`src/rtl/demux_16_buf_pkg.sv`:
```
// Shared defaults and slot state encoding for the 1-to-2 buffered demultiplexer.
package demux_16_buf_pkg;

    localparam int DEF_WIDTH = 16;
    localparam int DEF_CNT_W = 8;
    localparam int NUM_CH    = 2;

    localparam logic [0:0] ST_EMPTY = 1'b0;
    localparam logic [0:0] ST_FULL  = 1'b1;

endpackage

```
`src/rtl/demux_slot.sv`:
```
// Single-entry output buffer: EMPTY/FULL state, held data word and delivered-word counter.
module demux_slot
    import demux_16_buf_pkg::*;
#(
    parameter int WIDTH = DEF_WIDTH,
    parameter int CNT_W = DEF_CNT_W
) (
    input  logic             clk,
    input  logic             rst_n,
    input  logic             i_clr,
    input  logic             i_wr_en,
    input  logic [WIDTH-1:0] i_wr_data,
    input  logic             i_rd_ready,
    output logic             o_ready,
    output logic [WIDTH-1:0] o_data,
    output logic             o_valid,
    output logic [CNT_W-1:0] o_cnt
);

    logic [0:0]       r_state;
    logic [WIDTH-1:0] r_data;
    logic [CNT_W-1:0] r_cnt;
    logic             w_drain;

    assign w_drain = (r_state == ST_FULL) && i_rd_ready;
    // A full slot can still take a word when its consumer drains in the same cycle.
    assign o_ready = (r_state == ST_EMPTY) || i_rd_ready;
    assign o_data  = r_data;
    assign o_valid = (r_state == ST_FULL);
    assign o_cnt   = r_cnt;

    always_ff @(posedge clk or negedge rst_n) begin
        if (!rst_n) begin
            r_state <= ST_EMPTY;
            r_data  <= '0;
            r_cnt   <= '0;
        end else if (i_clr) begin
            r_state <= ST_EMPTY;
            r_data  <= '0;
            r_cnt   <= '0;
        end else begin
            if (w_drain)
                r_cnt <= r_cnt + CNT_W'(1);
            if (i_wr_en) begin
                r_state <= ST_FULL;
                r_data  <= i_wr_data;
            end else if (w_drain) begin
                r_state <= ST_EMPTY;
            end
        end
    end

endmodule

```
`src/rtl/demux_16_buf.sv`:
```
// Registered 1-to-2 demultiplexer: steers each accepted word into one of two independent output buffers.
module demux_16_buf
    import demux_16_buf_pkg::*;
#(
    parameter int WIDTH = DEF_WIDTH,
    parameter int CNT_W = DEF_CNT_W
) (
    input  logic             clk,
    input  logic             rst_n,
    input  logic             clr,
    input  logic [WIDTH-1:0] in_data,
    input  logic             in_sel,
    input  logic             in_valid,
    output logic             in_ready,
    output logic [WIDTH-1:0] out0_data,
    output logic             out0_valid,
    input  logic             out0_ready,
    output logic [WIDTH-1:0] out1_data,
    output logic             out1_valid,
    input  logic             out1_ready,
    output logic [CNT_W-1:0] cnt0,
    output logic [CNT_W-1:0] cnt1
);

    logic [NUM_CH-1:0]            w_rd_ready;
    logic [NUM_CH-1:0]            w_slot_rdy;
    logic [NUM_CH-1:0]            w_wr_en;
    logic [NUM_CH-1:0]            w_valid;
    logic [NUM_CH-1:0][WIDTH-1:0] w_data;
    logic [NUM_CH-1:0][CNT_W-1:0] w_cnt;
    logic                         w_accept;

    assign w_rd_ready = {out1_ready, out0_ready};

    // clr wins over everything, so the source is held off for that cycle.
    assign in_ready = !clr && w_slot_rdy[in_sel];
    assign w_accept = in_valid && in_ready;

    for (genvar g = 0; g < NUM_CH; g++) begin : g_slot
        assign w_wr_en[g] = w_accept && (in_sel == 1'(g));

        demux_slot #(
            .WIDTH (WIDTH),
            .CNT_W (CNT_W)
        ) u_slot (
            .clk        (clk),
            .rst_n      (rst_n),
            .i_clr      (clr),
            .i_wr_en    (w_wr_en[g]),
            .i_wr_data  (in_data),
            .i_rd_ready (w_rd_ready[g]),
            .o_ready    (w_slot_rdy[g]),
            .o_data     (w_data[g]),
            .o_valid    (w_valid[g]),
            .o_cnt      (w_cnt[g])
        );
    end

    assign out0_data  = w_data[0];
    assign out1_data  = w_data[1];
    assign out0_valid = w_valid[0];
    assign out1_valid = w_valid[1];
    assign cnt0       = w_cnt[0];
    assign cnt1       = w_cnt[1];

    a_sel_known: assert property (@(posedge clk) disable iff (!rst_n)
        in_valid |-> !$isunknown(in_sel));

endmodule

```
`config.mk`:
```
export PLATFORM = sky130hd
export DESIGN_NAME = demux_16_buf
export DESIGN_NICKNAME = d
export VERILOG_FILES = /design/src/rtl/demux_16_buf_pkg.sv /design/src/rtl/demux_slot.sv /design/src/rtl/demux_16_buf.sv
export SDC_FILE = /design/constraint.sdc
export NUM_CORES = 1
export LEC_CHECK = 0
export ABC_AREA = 1
export BUFFER_PORTS_ARGS = -buffer_cell sky130_fd_sc_hd__buf_2
export CORE_MARGIN = 10
export CORE_UTILIZATION = 40
export CTS_BUF_LIST = sky130_fd_sc_hd__clkbuf_4 sky130_fd_sc_hd__clkbuf_8 sky130_fd_sc_hd__clkbuf_16
export DETAILED_ROUTE_END_ITERATION = 8
export PLACE_DENSITY = 0.75
export SLEW_MARGIN = 20
export SYNTH_ARGS = -nofsm -noshare
export SYNTH_HDL_FRONTEND = slang
export SYNTH_SLANG_ARGS = --single-unit
```
`constraint.sdc`:
```
create_clock -name clk -period 1.3 [get_ports clk]
set_clock_uncertainty 0.2 [all_clocks]
set_input_delay 0.13 -clock clk [delete_from_list [all_inputs] [get_ports clk]]
set_output_delay 0.13 -clock clk [all_outputs]
set_load 0.02 [all_outputs]
```
==> results of run 1 <==
synthesized netlist by cell type (2+ instances only):
master	n
nor3_1	3
nand4_1	22
nand2_2	2
ha_1	2
nor2_4	2
o21bai_1	2
inv_1	38
buf_2	6
buf_6	3
dfrtp_1	50
a21oi_1	5
nand4_4	2
inv_2	2
nor2_1	28
nand2_1	84
o21ai_0	7
nand3_1	42
buf_1	2
buf_4	2
cell families (layout without fill, tap and decap cells):
| group | after synthesis | after routing | synth area share |
|---|---|---|---|
| AOI/OAI and AO/OA | 17 | 17 | 0.0380 |
| adders and majority gates | 2 | 2 | 0.00987 |
| buffers and inverters | 57 | 188 | 0.106 |
| DFF | 50 | 50 | 0.494 |
| and+or+nand+nor | 188 | 188 | 0.352 |
layout make-up:
cell class                      count  area [um2]  share of cell area
Multi-Input combinational cell    207        1330               0.332
Sequential cell                    50        1260               0.315
Timing Repair Buffer              138        1050               0.263
Inverter                           42         173              0.0432
Tap cell                           75        93.8              0.0235
Clock buffer                        6        76.3              0.0191
Clock inverter                      2        17.5             0.00438
power by group:
| part | internal [mW] | switching (mW) | total [mW] |
|---|---|---|---|
| logic | 0.273 | 0.406 | 0.679 |
| clock network | 0.412 | 0.537 | 0.949 |
| registers | 1.62 | 0.0513 | 1.67 |
worst max-delay path, cell delays in order (launching register included):
cell     delay, ns
dfrtp_2       0.42
nand2_2       0.08
o21ai_2       0.07
nor2_4        0.15
buf_6         0.14
metrics by stage:
stage | area (um2) | power [mW] | util
floorplan | 2580 | 2.00 | -
global placement | 3160 | 2.22 | 0.524
detailed placement | 3160 | 2.23 | 0.524
CTS | 3600 | 3.26 | 0.598
global route | 4000 | 3.47 | 0.663
finish | 4000 | 3.30 | 0.663
state kept, by name, indices dropped and copies added, names as in the netlist:
signal                 cells
g_slot.u_slot.o_valid      2
g_slot.u_slot.o_data      32
g_slot.u_slot.o_cnt       16
timing repair:
action                                 CTS  global route
setup buffers                           10            13
resized for setup                       36            88
endpoints found under the hold margin   82             0
setup endpoints to repair               44            60
pin swaps                                4            36
hold buffers                            17             0
how the worst max path moves through the flow:
stage / from / end / slack (ns) / cells past startpoint
2_1_floorplan: g_slot[1].u_slot.o_valid$_DFFE_PN0P_ / g_slot[1].u_slot.o_data[10]$_DFFE_PN0P_ / -0.07 / 7
3_3_place_gp: g_slot[1].u_slot.o_valid$_DFFE_PN0P_ / g_slot[1].u_slot.o_data[11]$_DFFE_PN0P_ / -0.05 / 6
3_5_place_dp: g_slot[1].u_slot.o_valid$_DFFE_PN0P_ / g_slot[1].u_slot.o_data[3]$_DFFE_PN0P_ / -0.12 / 6
4_1_cts: g_slot[1].u_slot.o_valid$_DFFE_PN0P_ / in_ready / -0.20 / 4
5_1_grt: g_slot[1].u_slot.o_valid$_DFFE_PN0P_ / in_ready / -0.24 / 4
6_report: g_slot[1].u_slot.o_valid$_DFFE_PN0P_ / in_ready / -0.19 / 4
placed cells by master, fill, tap and decap left out, drive strengths merged:
cell,count
a21oi,5
dfrtp,50
nand4,24
nor3,3
nor3b,1
nor2,31
inv,43
clkinv,1
o21bai,2
clkbuf,6
o21ai,9
ha,2
o21a,1
dlygate4sd3,17
buf,121
nand2,86
nand3,43
routing by layer:
layer / track usage / part of all wire / routed length [um] / up-vias
li1: - / - / - / 1276
met1: 0.160 / 0.40 / 3120 / 1232
met2: 0.245 / 0.50 / 3900 / 81
met3: 0.0644 / 0.082 / 634 / 16
met4: 0.0254 / 0.014 / 108 / 0
met5: 0 / 0 / 0 / -
==> results.toml, run 1 <==
[run_status]
status = "finished, violations left"
violations = "negative setup slack"

[logic_synthesis]
netlist.area_leader.share = 0.494
synth_seq_area_share = 0.494
syn_avg_cell_area_um2 = 8.07
synth_area_um2 = 2530
synth_nets = 339
synth_warnings = 0
yosysTopAreaCell = "dfrtp_1"
synth_cells = 314
ys_top_cells_by_area = "dfrtp_1 (49%), nand2_1 (12%), nand3_1 (8.3%)"
synth-edff-count = 0
synthArstFlopShare = 1.00
yosysUniqueCellTypes = 29
synth-main-ff-cell = "dfrtp_1"
yosys_register_bits = 50

[route]
drc = 0
wl_per_cell_um = 14.9
drt_pass1_iterations = 5
post_drt_via_cell_ratio = 5.01
postRouteAntennaNets = 0
num_vias = 2605
drt_iter0_markers = 67
wl_um = 7770

[placed_design]
hpwl_um = 5140
port_buffers = 73
gp_congestion = 0.799
dp.cells = 474
pre_cts_ws_ns = -0.118

[layout]
nets = 469
area_growth_pct = 57.8
fillCellCount = 490
diodes = 0
final_cells = 520
layout-drive-gt1-share = 0.481

[floorplan]
die-area_um2 = 9920
num_rows = 28
die_y_um = 99.6
die_w_um = 99.6
fp.coreArea_um2 = 6030
io_pins = 74
initial_core_util = 0.420

[clock_network]
clockBufferDepth = 2
cts_root_buf = "clkbuf_8"
insertion_delay_ns = 0.30
cts_tree = "done"
cts_made_buffers = 5
htree_levels = 2
clkSinkCount = 50
clkTransAtPathRegs_ns = 0.09

[flow_run]
cap_violations = 0

[sta]
maxSlewViolCount = 0
setup_viol = 45
fmax_mhz = 671
slew_headroom = 0.819
finalCriticalPeriod_ns = 1.49
hold_viol = 0
tns_ns = -3.88
tightest_slew_ns = 0.271
post-route-period-util = 1.15
holdWs_ns = 0.0570
rsz0062_at_grt = "true"
fin_ws_ns = -0.191

[setup_path]
worstReg2RegStart = "g_slot[0].u_slot.o_valid$_DFFE_PN0P_"
end_kind = "output pin"
path_class = "flip-flop to output pin"
r2r_cells = 6
critPathLaunchType = "flip-flop"
crit_fanout = 3
critPathArrivalTime_ns = 1.16
timing.rr.end = "g_slot[0].u_slot.o_data[9]$_DFFE_PN0P_"
r2r_slack_ns = -0.16
worstPathRequired_ns = 0.97

[global_routing]
grt_pass1_wl_um = 12000
grt_pass1_vias = 2597
antenna_found_initial = 0
grt_max_degree = 51
grt_use_total = 0.143
overflow = 0

[pwr]
ir_drop_uv = 691
p_leak_nw = 2.20
power.density_nw_per_um2 = 826

[hold_path]
hold_end = "g_slot[1].u_slot.o_cnt[0]$_DFFE_PN0P_"
hold_depth = 4
min_path_type = "input pin to flip-flop"
min_from = "out1_ready"
Power figures use the tool's default switching activity.
==> run 2, diff against run 1 <==
- CTS_BUF_LIST: sky130_fd_sc_hd__clkbuf_4 sky130_fd_sc_hd__clkbuf_8 sky130_fd_sc_hd__clkbuf_16 -> unset
- SKIP_CTS_REPAIR_TIMING: unset -> 1
==> run 2 against run 1 <==
Against the previous run:
- the run ends with negative hold slack, negative setup slack left
- cell area fell by 6.9%
- sequential power barely moved
- combinational power fell by 8.8%
- largest cell class is now flip-flops and latches
- core utilization fell by 4.6 points
- critical path depth did not move
- count of clock-buffer cells in the layout did not move
==> results.toml, run 2 (synthesis results as in run 1) <==
[run_status]
status = "finished, violations left"
violations = "negative hold slack, negative setup slack"

[route]
postRouteAntennaNets = 0
num_vias = 2487
drt_iter0_markers = 53
drt_pass1_iterations = 4
wl_um = 7240
post_drt_via_cell_ratio = 4.87
wl_per_cell_um = 14.2
drc = 0

[setup_path]
critPathMaxStageDelay_ns = 0.45
end_kind = "output pin"
crit_fanout = 4
cp_num_cells = 4
path_class = "flip-flop to output pin"
critical_path.cell_chain = "nand3_4, inv_4, nor2_4, buf_6"
worstPathRequired_ns = 0.97
critPathArrivalTime_ns = 1.19
critical_path_buf_inv_count = 2
cp_slowest_cell = "dfrtp_2"
worstReg2RegStart = "g_slot[0].u_slot.o_valid$_DFFE_PN0P_"
timing.rr.end = "g_slot[0].u_slot.o_data[6]$_DFFE_PN0P_"
cp_top_family = "flip-flops"
r2r_cells = 6
r2r_slack_ns = -0.14
crit_end = "in_ready"
critPathLaunchType = "flip-flop"
crit_path_start = "g_slot[0].u_slot.o_valid$_DFFE_PN0P_"

[sta]
fmax_mhz = 658
holdWs_ns = -0.0581
hold_viol = 2
tns_ns = -4.30
post-route-period-util = 1.17
finalCriticalPeriod_ns = 1.52
tightest_slew_ns = 0.271
setup_viol = 48
slew_headroom = 0.819
maxSlewViolCount = 0
rsz0062_at_grt = "true"
fin_ws_ns = -0.221

[layout]
final_cells = 511
mostFrequentLayoutCells = "nand2_1 (76), buf_2 (65), dfrtp_1 (42)"
largest_reg_flops = 32
stdcell_area_um2 = 3720
nets = 460
diodes = 0
post-route-util = 0.617
layout_commonest_cell = "nand2_1"
layout-drive-gt1-share = 0.383
area_growth_pct = 46.8

[global_routing]
overflow = 0
grt_use_total = 0.133
grt_max_degree = 51
grt_pass1_vias = 2456
antenna_found_initial = 0
grt_pass1_wl_um = 11200

[clock_network]
clockBufferDepth = 2
htree_levels = 2
cts_made_buffers = 5
clkTransAtPathRegs_ns = 0.10
cts_tree = "done"
cts_root_buf = "clkbuf_8"
clkSinkCount = 50
insertion_delay_ns = 0.30

[floorplan]
fp.coreArea_um2 = 6030
io_pins = 74
die_y_um = 99.6
die-area_um2 = 9920
die_w_um = 99.6
num_rows = 28
initial_core_util = 0.420

[hold_path]
min_path_type = "input pin to flip-flop"

[placed_design]
pre_cts_ws_ns = -0.118
port_buffers = 73
placed_area_um2 = 3160
dp.cells = 474
hpwl_um = 5140
gp_congestion = 0.799

[pwr]
power_mw = 3.22
p_leak_nw = 2.10
power.density_nw_per_um2 = 866
ir_drop_uv = 650

[flow_run]
cap_violations = 0
run 2: layout make-up:
type | count | area (um2)
fillers | 527 | 2310
repair buffers | 129 | 942
clock inverters | 2 | 17.5
well taps | 75 | 93.8
flip-flops and latches | 50 | 1260
inverters | 42 | 168
multi-input cells | 207 | 1160
clock buffers | 6 | 72.6
run 2: worst reg2reg max path, cell delays in order (launching register included):
cell and delay [ns]:
dfrtp_2 0.45, buf_4 0.15, nand2_4 0.06, nand4_4 0.14
buf_6 0.19, nand3_1 0.07, nand2_1 0.06
run 2: how the worst min path moves through the flow:
stage / from / cells past startpoint / endpoint / slack [ns]
after global routing: in_data[10] / 5 / g_slot[0].u_slot.o_data[10]$_DFFE_PN0P_ / 0.01
after global placement: rst_n / 2 / g_slot[0].u_slot.o_data[6]$_DFFE_PN0P_ / -0.06
after floorplan: rst_n / 0 / g_slot[0].u_slot.o_cnt[0]$_DFFE_PN0P_ / -0.37
after CTS: rst_n / 2 / g_slot[0].u_slot.o_data[6]$_DFFE_PN0P_ / -0.40
final: in_data[10] / 5 / g_slot[0].u_slot.o_data[10]$_DFFE_PN0P_ / -0.06
after detailed placement: rst_n / 2 / g_slot[0].u_slot.o_data[6]$_DFFE_PN0P_ / -0.06
run 2: layer usage:
| layer | global-route usage | share of wire | up-vias | routed length [um] |
|---|---|---|---|---|
| li1 | - | - | 1259 | - |
| met1 | 0.158 | 0.42 | 1168 | 3070 |
| met2 | 0.220 | 0.51 | 56 | 3660 |
| met3 | 0.0581 | 0.065 | 4 | 472 |
| met4 | 0.0243 | 0.0036 | 0 | 26 |
| met5 | 0 | 0 | - | 0 |
run 2: report_power, final:
| group | internal [mW] | total (mW) | switching (mW) |
|---|---|---|---|
| registers | 1.62 | 1.67 | 0.0459 |
| logic | 0.246 | 0.619 | 0.374 |
| clock network | 0.392 | 0.935 | 0.543 |
| total | 2.26 | 3.22 | 0.963 |
==> run 3, diff against run 2 <==
- BUFFER_PORTS_ARGS: -buffer_cell sky130_fd_sc_hd__buf_2 -> unset
- DONT_BUFFER_PORTS: unset -> 1
- PLACE_DENSITY: 0.75 -> 0.64
==> run 3 against run 2 <==
Against the previous run:
- the flow still finishes with violations (negative hold slack, negative setup slack)
- clock power is 2% higher
- die area is the same
- global-route usage about the same
- cell area is 3.5% lower
==> results.toml, run 3 (synthesis results as in run 1) <==
[route]
post_drt_via_cell_ratio = 5.13
drt_iter0_markers = 103
postRouteAntennaNets = 0
wl_um = 7590
drt_pass1_iterations = 4
wl_per_cell_um = 16.9
drc = 0
num_vias = 2308

[setup_path]
cp_slowest_cell = "dfrtp_2"
worstReg2RegStart = "g_slot[0].u_slot.o_valid$_DFFE_PN0P_"
path_class = "flip-flop to output pin"
crit_path_start = "g_slot[1].u_slot.o_valid$_DFFE_PN0P_"
r2r_slack_ns = -0.24
end_kind = "output pin"
timing.rr.end = "g_slot[0].u_slot.o_data[1]$_DFFE_PN0P_"
critPathMaxStageDelay_ns = 0.44
crit_end = "in_ready"
critPathArrivalTime_ns = 1.28
crit_fanout = 4
r2r_cells = 6
critical_path.cell_chain = "nand2_2, o21ai_2, nor2_4, buf_12, buf_8"
worstPathRequired_ns = 0.97
critPathLaunchType = "flip-flop"

[clock_network]
clkSinkCount = 50
cts_made_buffers = 5
cts_root_buf = "clkbuf_8"
cts_tree = "done"
clockBufferDepth = 2
insertion_delay_ns = 0.30
htree_levels = 2
clkTransAtPathRegs_ns = 0.10

[floorplan]
initial_core_util = 0.420
die_y_um = 99.6
io_pins = 74
die_w_um = 99.6
fp.coreArea_um2 = 6030
die-area_um2 = 9920
num_rows = 28

[global_routing]
grt_use_total = 0.133
antenna_found_initial = 0
grt_pass1_vias = 2063
overflow = 0
grt_max_degree = 51
grt_pass1_wl_um = 10900

[layout]
layout_commonest_cell = "nand2_1"
layout-drive-gt1-share = 0.349
mostFrequentLayoutCells = "nand2_1 (73), dfrtp_1 (40), inv_1 (33)"
area_growth_pct = 41.7
largest_reg_flops = 32
fillCellCount = 524
nets = 399
diodes = 0
stdcell_area_um2 = 3590

[run_status]
status = "finished, violations left"
violations = "negative hold slack, negative setup slack"

[placed_design]
placed_area_um2 = 2850
gp_congestion = 0.807
port_buffers = 0
hpwl_um = 4950

[sta]
hold_viol = 74
maxSlewViolCount = 0
holdWs_ns = -0.693
tightest_slew_ns = 0.314
fin_ws_ns = -0.308
setup_viol = 39
slew_headroom = 0.791
finalCriticalPeriod_ns = 1.61
post-route-period-util = 1.24
fmax_mhz = 622
tns_ns = -7.59
rsz0062_at_grt = "true"

[pwr]
power.density_nw_per_um2 = 882
power_mw = 3.17
ir_drop_uv = 560
p_leak_nw = 1.83

[hold_path]
min_path_type = "input pin to async pin"

[flow_run]
cap_violations = 0
[run 3: cell count changes in the layout (fill, tap and decap cells not counted), sizes merged]
| cell | change |
|---|---|
| dlygate4sd3 | +6 |
| clkinvlp | +1 |
| buf | -71 |
| nand2 | +1 |
| nand4 | +2 |
[run 3: layout make-up]
class / instances / area (um2) / share of cell area
well taps: 75 / 93.8 / 0.0261
inverters: 42 / 168 / 0.0467
clock buffers: 5 / 68.8 / 0.0192
repair buffers: 65 / 627 / 0.175
flip-flops and latches: 50 / 1260 / 0.352
multi-input cells: 210 / 1350 / 0.375
clock inverters: 3 / 25.0 / 0.00697
[run 3: metal layers]
metal  share of wire  GRT usage  vias to the layer above
met5               0          0                        -
met1            0.40      0.158                     1112
met2            0.52      0.218                       55
met3           0.076     0.0581                        2
met4          0.0025     0.0309                        0
li1                -          -                     1139
[run 3: power by group]
part	internal, mW	leakage, nW	switching, mW
sequential	1.62	0.662	0.144
combinational	0.213	1.12	0.236
clock	0.390	0.0447	0.562
[run 3: how the worst min path moves through the flow]
stage	startpoint	cells past startpoint	endpoint	slack, ns
CTS	rst_n	0	g_slot[0].u_slot.o_cnt[1]$_DFFE_PN0P_	-0.71
detailed placement	rst_n	0	g_slot[0].u_slot.o_cnt[2]$_DFFE_PN0P_	-0.36
finish	rst_n	0	g_slot[0].u_slot.o_cnt[0]$_DFFE_PN0P_	-0.69
global placement	rst_n	0	g_slot[0].u_slot.o_cnt[2]$_DFFE_PN0P_	-0.36
global route	rst_n	0	g_slot[0].u_slot.o_data[11]$_DFFE_PN0P_	-0.71
floorplan	rst_n	0	g_slot[0].u_slot.o_cnt[0]$_DFFE_PN0P_	-0.37
[run 3: critical path: cells and delay by family, from the launching register on]
kind                   cells  cell delay, ns
AOI/OAI and AO/OA          1            0.07
buffers and inverters      2            0.23
DFF                        1            0.44
and+or+nand+nor            2            0.24
[run 3: per-stage QoR]
step                      instances  worst slack, ns  hold WS, ns   util
after detailed placement        409           -0.129       -0.364  0.473
after global placement          409          -0.0737       -0.364  0.473
after floorplan                 314          -0.0671       -0.366      -
after global routing            450           -0.357       -0.715  0.596
final                           450           -0.308       -0.693  0.596
after CTS                       417           -0.378       -0.705  0.489
